[src/rtl/fb_arbiter.sv]
// Frame-buffer port arbiter: VGA reads, full-screen fill and a small
// write FIFO share the single pixel-RAM port (read > fill > FIFO).
module fb_arbiter #(
    parameter int FIFO_DEPTH = 4,
    parameter int H_RES      = 640,
    parameter int V_RES      = 480
) (
    input  logic        vga_clk,
    input  logic        clr,
    input  logic        vga_rdn,
    input  logic [8:0]  vga_row,
    input  logic [9:0]  vga_col,
    output logic [7:0]  vga_data,
    input  logic        wr_valid,
    input  logic [8:0]  wr_row,
    input  logic [9:0]  wr_col,
    input  logic [7:0]  wr_data,
    output logic        wr_ready,
    input  logic        fill_start,
    input  logic [7:0]  fill_color,
    output logic        fill_busy,
    output logic        wr_err,
    output logic [18:0] mem_addr,
    output logic        mem_we,
    output logic [7:0]  mem_wdata,
    input  logic [7:0]  mem_rdata
);

    localparam int AW = $clog2(FIFO_DEPTH);
    localparam logic [AW:0] PTR_ONE  = 1;
    localparam logic [9:0]  H_LIM    = 10'(H_RES);
    localparam logic [9:0]  V_LIM    = 10'(V_RES);
    localparam logic [9:0]  COL_LAST = 10'(H_RES - 1);
    localparam logic [8:0]  ROW_LAST = 9'(V_RES - 1);

    typedef enum logic {
        IDLE,
        FILL
    } state_t;

    typedef struct packed {
        logic [8:0] row;
        logic [9:0] col;
        logic [7:0] data;
    } wr_entry_t;

    wr_entry_t   fifo_mem [FIFO_DEPTH];
    wr_entry_t   head;
    logic [AW:0] wr_ptr;
    logic [AW:0] rd_ptr;
    logic        full;
    logic        empty;
    logic        push;
    logic        pop;
    logic        head_ok;

    state_t      state;
    state_t      state_nxt;
    logic [8:0]  fill_row;
    logic [9:0]  fill_col;
    logic [7:0]  fill_px;
    logic        fill_we;
    logic        fill_last;
    logic        rd_grant_q;

    // Extra pointer MSB distinguishes full from empty.
    assign empty = (wr_ptr == rd_ptr);
    assign full  = (wr_ptr[AW] != rd_ptr[AW]) &&
                   (wr_ptr[AW-1:0] == rd_ptr[AW-1:0]);

    assign wr_ready = ~full;
    assign push     = wr_valid & ~full;
    assign head     = fifo_mem[rd_ptr[AW-1:0]];
    assign head_ok  = ({1'b0, head.row} < V_LIM) && (head.col < H_LIM);

    assign fill_busy = (state == FILL);
    assign fill_we   = (state == FILL) & vga_rdn;
    assign pop       = (state == IDLE) & vga_rdn & ~empty;
    assign fill_last = (fill_row == ROW_LAST) && (fill_col == COL_LAST);

    assign vga_data = rd_grant_q ? mem_rdata : 8'h00;

    always_ff @(posedge vga_clk) begin
        if (push) begin
            fifo_mem[wr_ptr[AW-1:0]] <= {wr_row, wr_col, wr_data};
        end
    end

    always_ff @(posedge vga_clk or posedge clr) begin
        if (clr) begin
            wr_ptr     <= '0;
            rd_ptr     <= '0;
            wr_err     <= 1'b0;
            rd_grant_q <= 1'b0;
        end else begin
            if (push) begin
                wr_ptr <= wr_ptr + PTR_ONE;
            end
            if (pop) begin
                rd_ptr <= rd_ptr + PTR_ONE;
            end
            if (pop && !head_ok) begin
                wr_err <= 1'b1;
            end
            rd_grant_q <= ~vga_rdn;
        end
    end

    always_ff @(posedge vga_clk or posedge clr) begin
        if (clr) begin
            state    <= IDLE;
            fill_row <= '0;
            fill_col <= '0;
            fill_px  <= '0;
        end else begin
            state <= state_nxt;
            if (state == IDLE && fill_start) begin
                fill_px  <= fill_color;
                fill_row <= '0;
                fill_col <= '0;
            end else if (fill_we) begin
                // Column-first raster walk, wrapping to (0,0) after the last pixel.
                if (fill_col == COL_LAST) begin
                    fill_col <= '0;
                    fill_row <= fill_last ? 9'd0 : fill_row + 9'd1;
                end else begin
                    fill_col <= fill_col + 10'd1;
                end
            end
        end
    end

    always_comb begin
        state_nxt = state;
        case (state)
            IDLE: if (fill_start) state_nxt = FILL;
            FILL: if (fill_we && fill_last) state_nxt = IDLE;
        endcase
    end

    always_comb begin
        mem_addr  = {vga_row, vga_col};
        mem_we    = 1'b0;
        mem_wdata = 8'h00;
        if (fill_we) begin
            mem_addr  = {fill_row, fill_col};
            mem_we    = 1'b1;
            mem_wdata = fill_px;
        end else if (pop && head_ok) begin
            mem_addr  = {head.row, head.col};
            mem_we    = 1'b1;
            mem_wdata = head.data;
        end
    end

endmodule

[config.mk]
export PLATFORM = sky130hd
export DESIGN_NAME = fb_arbiter
export DESIGN_NICKNAME = d
export VERILOG_FILES = /design/src/rtl/fb_arbiter.sv
export SDC_FILE = /design/constraint.sdc
export NUM_CORES = 1
export LEC_CHECK = 0
export CAP_MARGIN = 20
export CORE_MARGIN = 1
export CORE_UTILIZATION = 45
export CTS_BUF_LIST = sky130_fd_sc_hd__clkbuf_2 sky130_fd_sc_hd__clkbuf_4 sky130_fd_sc_hd__clkbuf_8
export CTS_CLUSTER_SIZE = 12
export DETAILED_ROUTE_END_ITERATION = 6
export HOLD_SLACK_MARGIN = 0.08
export PLACE_DENSITY_LB_ADDON = 0.2
export SLEW_MARGIN = 10
export SYNTH_ARGS = -nofsm -noshare
export SYNTH_HDL_FRONTEND = slang
export SYNTH_SLANG_ARGS = --single-unit
[constraint.sdc]
create_clock -name vga_clk -period 5.6 [get_ports vga_clk]
set_input_delay 1.68 -clock vga_clk [delete_from_list [all_inputs] [get_ports vga_clk]]
set_output_delay 1.68 -clock vga_clk [all_outputs]
set_load 0.03 [all_outputs]
==> metrics.md <==
| Metric | Value |
|---|---|
| Post-CTS sizing | 0 |
| WL final | 13.0 mm |
| Clock transition at path regs | 0.08 ns |
| F_max | 0.187 GHz |
| Commonest non-fill, non-tap cells in the layout | 108 x edfxtp_1, 77 x clkdlybuf4s50_1, 52 x nand2_1 |
| Global Route Usage Sum | 19.5% |
| Final setup TNS | 0 ns |
| Number of global-route vias before repair | 3929 |
| Final worst path period need | 5.35 ns |
| CTS root buf | clkbuf_8 |
| Max-cap violation count | 0 |
| Hold wc startpoint | wr_err$_DFFE_PP0P_ |
| Critical path arrival | 3.67 ns |
| Starting Density | 46.7% |
| Critical path type | in -> out |
| Cell area power density | 374 nW/um^2 |
| Boundary Pins | 106 |
| Worst slew pin tran | 1.02 ns |
| Gate count of the mapped netlist | 413 |
| Row count | 42 |
| Period Utilization, post-route | 95.5% |
| CTS tree | yes |
| Vias per inst | 5.44 |
| Sequential element share of the synthesized area | 66.2% |
| Cell variety after synth | 50 |
| Worst path cell trace | clkdlybuf4s50_1, inv_1, a311oi_2, nand3_1, buf_4, o221a_1, buf_4 |
| Run status | finished clean |
| Mean Syn Cell Area | 15.2 um^2 |
| R2R cell count | 4 |
| CTS Buf Count | 17 |
| Crit start category | input port |
| CTS Hold Bufs | 0 |
| Max IR drop VDD | 0.000220 V |
| Worst endpoint required time | 3.92 ns |
| Vias | 3920 |
| Clock Skews | 0.0139 ns |
| Fin. Hold Viols | 0 |
| DRC Markers | 0 |
| Port Buf Inserts | 105 |
| Initial antenna violation count | 0 |
| Slew HR | 31.9% |
| Max incr delay on CP | 0.52 ns |
| Die height | 120 um |
| Number of flops mapped to enable cells by yosys | 108 |
| Worst hold path class | reg -> reg |
| RR Endpoint | fifo_mem[3][15]$_DFFE_PP_ |
| Largest net degree at the start of global routing | 37 |
| GP Congestion | 0.839 |
| Worst hold endpoint | wr_err$_DFFE_PP0P_ |
| Post-CTS Setup Inserts | 0 |
| Syn_nets | 487 |
| Flops & latches, synth | 144 |
| Worst R2R Setup Slack | 2.53 ns |
| Yosys warnings | 0 |
| Unrepaired setup endpoints after global routing | no |
| Hold Path Depth | 1 |
| Clock Tree Buf Depth | 2 |
| H-Tree Depth | 4 |
| Routed Antenna Nets | 0 |
| First-pass GRT wire length | 20.6 mm |
| Fill count | 1063 |
| Dpl ws | 0.248 ns |
| Worst Slack Setup Final | 0.250 ns |
| Worst skew pair latency | 0.44 ns |
| Die width | 120 um |
| 1st-iter DRT viols | 275 |
| Core ar. | 13400 um^2 |
| Post-DP HPWL | 8.84 mm |
| Share of layout cells above drive strength 1 | 19.4% |
| Die Area | 14400 um^2 |
| Slowest-stage cell, CP | clkdlybuf4s50_1 |
| Routed len/inst | 18.1 um |
| Leak | 0.00289 uW |
| Max Slew Vio Count | 0 |
| CP max FO | 10 |
| Final setup fails | 0 |
| Most frequent CP cell | buf_4 |
| Final core occ | 58.7% |
| Leading cell type in the layout, fill and taps excluded | edfxtp_1 |
| Grt ovf | 0 |
| CTS Sinks | 144 |
| CP Launch Point | vga_rdn |
| Top FF cell, synth | edfxtp_1 |
| R2R Path Start | rd_ptr[0]$_DFFE_PP0P_ |
| Drt first pass iters | 4 |
| Antenna diodes | 0 |
| Critical Path End Type | output port |
| Layout Nets | 606 |
| Synthesized area | 6260 um^2 |
| Ys async rst share | 25.0% |
| Area grow syn2layout | 25.7% |
state kept, by name (all words and copies together) (netlist names):
signal	flops
fifo_mem	108
fill_px	8
rd_grant_q	1
rd_ptr	3
wr_ptr	3
fill_col	10
fill_row	9
fill_busy	1
wr_err	1
power by group:
| group | switching [uW] | internal [uW] |
|---|---|---|
| combinational | 370 | 285 |
| clock | 402 | 415 |
| sequential | 106 | 1370 |
layer usage:
| metal | routed length (um) | part of all wire (%) | track usage (%) |
|---|---|---|---|
| met1 | 5800 | 45 | 26.5 |
| met2 | 6230 | 48 | 29.9 |
| met3 | 856 | 6.6 | 5.75 |
| met4 | 139 | 1.1 | 6.72 |
| met5 | 0 | 0 | 0 |
how the worst max path moves through the flow:
stage | end | slack [ns]
floorplan | mem_addr[0] | 0.81
global placement | mem_addr[14] | 0.29
detailed placement | mem_addr[1] | 0.25
CTS | mem_addr[1] | 0.23
global route | mem_addr[1] | 0.12
finish | mem_addr[1] | 0.25
Yosys cell counts, drive strengths merged (8+ instances only):
| master | count | area (um^2) |
|---|---|---|
| edfxtp | 108 | 3240 |
| nand2 | 52 | 195 |
| dfrtp | 36 | 901 |
| mux4 | 27 | 608 |
| inv | 19 | 71.3 |
| nand2b | 18 | 113 |
| o21ai | 16 | 80.1 |
| o221a | 16 | 180 |
| and2 | 14 | 87.6 |
| clkbuf | 10 | 37.5 |
| xnor2 | 10 | 87.6 |
| nand3 | 9 | 45.0 |
| nand4 | 8 | 50.1 |
layout make-up:
| cell class | instances | area (um^2) | share of cell area, % |
|---|---|---|---|
| well taps | 176 | 220 | 2.80 |
| clock buffers | 19 | 249 | 3.16 |
| flip-flops and latches | 144 | 4150 | 52.7 |
| clock inverters | 13 | 153 | 1.94 |
| multi-input cells | 234 | 1970 | 25.0 |
| inverters | 19 | 71.3 | 0.906 |
| repair buffers | 116 | 1060 | 13.5 |
worst max-delay path: cells and delay by family:
| kind | cells | cell delay (ns) |
|---|---|---|
| AOI/OAI and AO/OA | 2 | 0.50 |
| and+or+nand+nor | 1 | 0.38 |
| buffers and inverters | 4 | 1.10 |
stage by stage:
stage | hold slack (ns) | total power (uW) | std cells | area, um^2
final | 0.473 | 2950 | 721 | 7870
after global routing | 0.500 | 3090 | 721 | 7870
after CTS | 0.479 | 2980 | 720 | 7860
after detailed placement | 0.457 | 2160 | 688 | 7460
after global placement | 0.455 | 2140 | 688 | 7460
after floorplan | 0.446 | 1900 | 413 | 6260
cells by family after synthesis:
family                     Yosys count  synth area share, %
AOI/OAI and AO/OA                   58                 7.52
buffers and inverters               35                 2.42
xor gates and xnor gates            14                 1.96
muxes                               30                 10.2
DFF                                144                 66.2
adders and majority gates            7                 1.40
and+or+nand+nor                    125                 10.3
No activity file was read; power rests on OpenSTA's default activity.
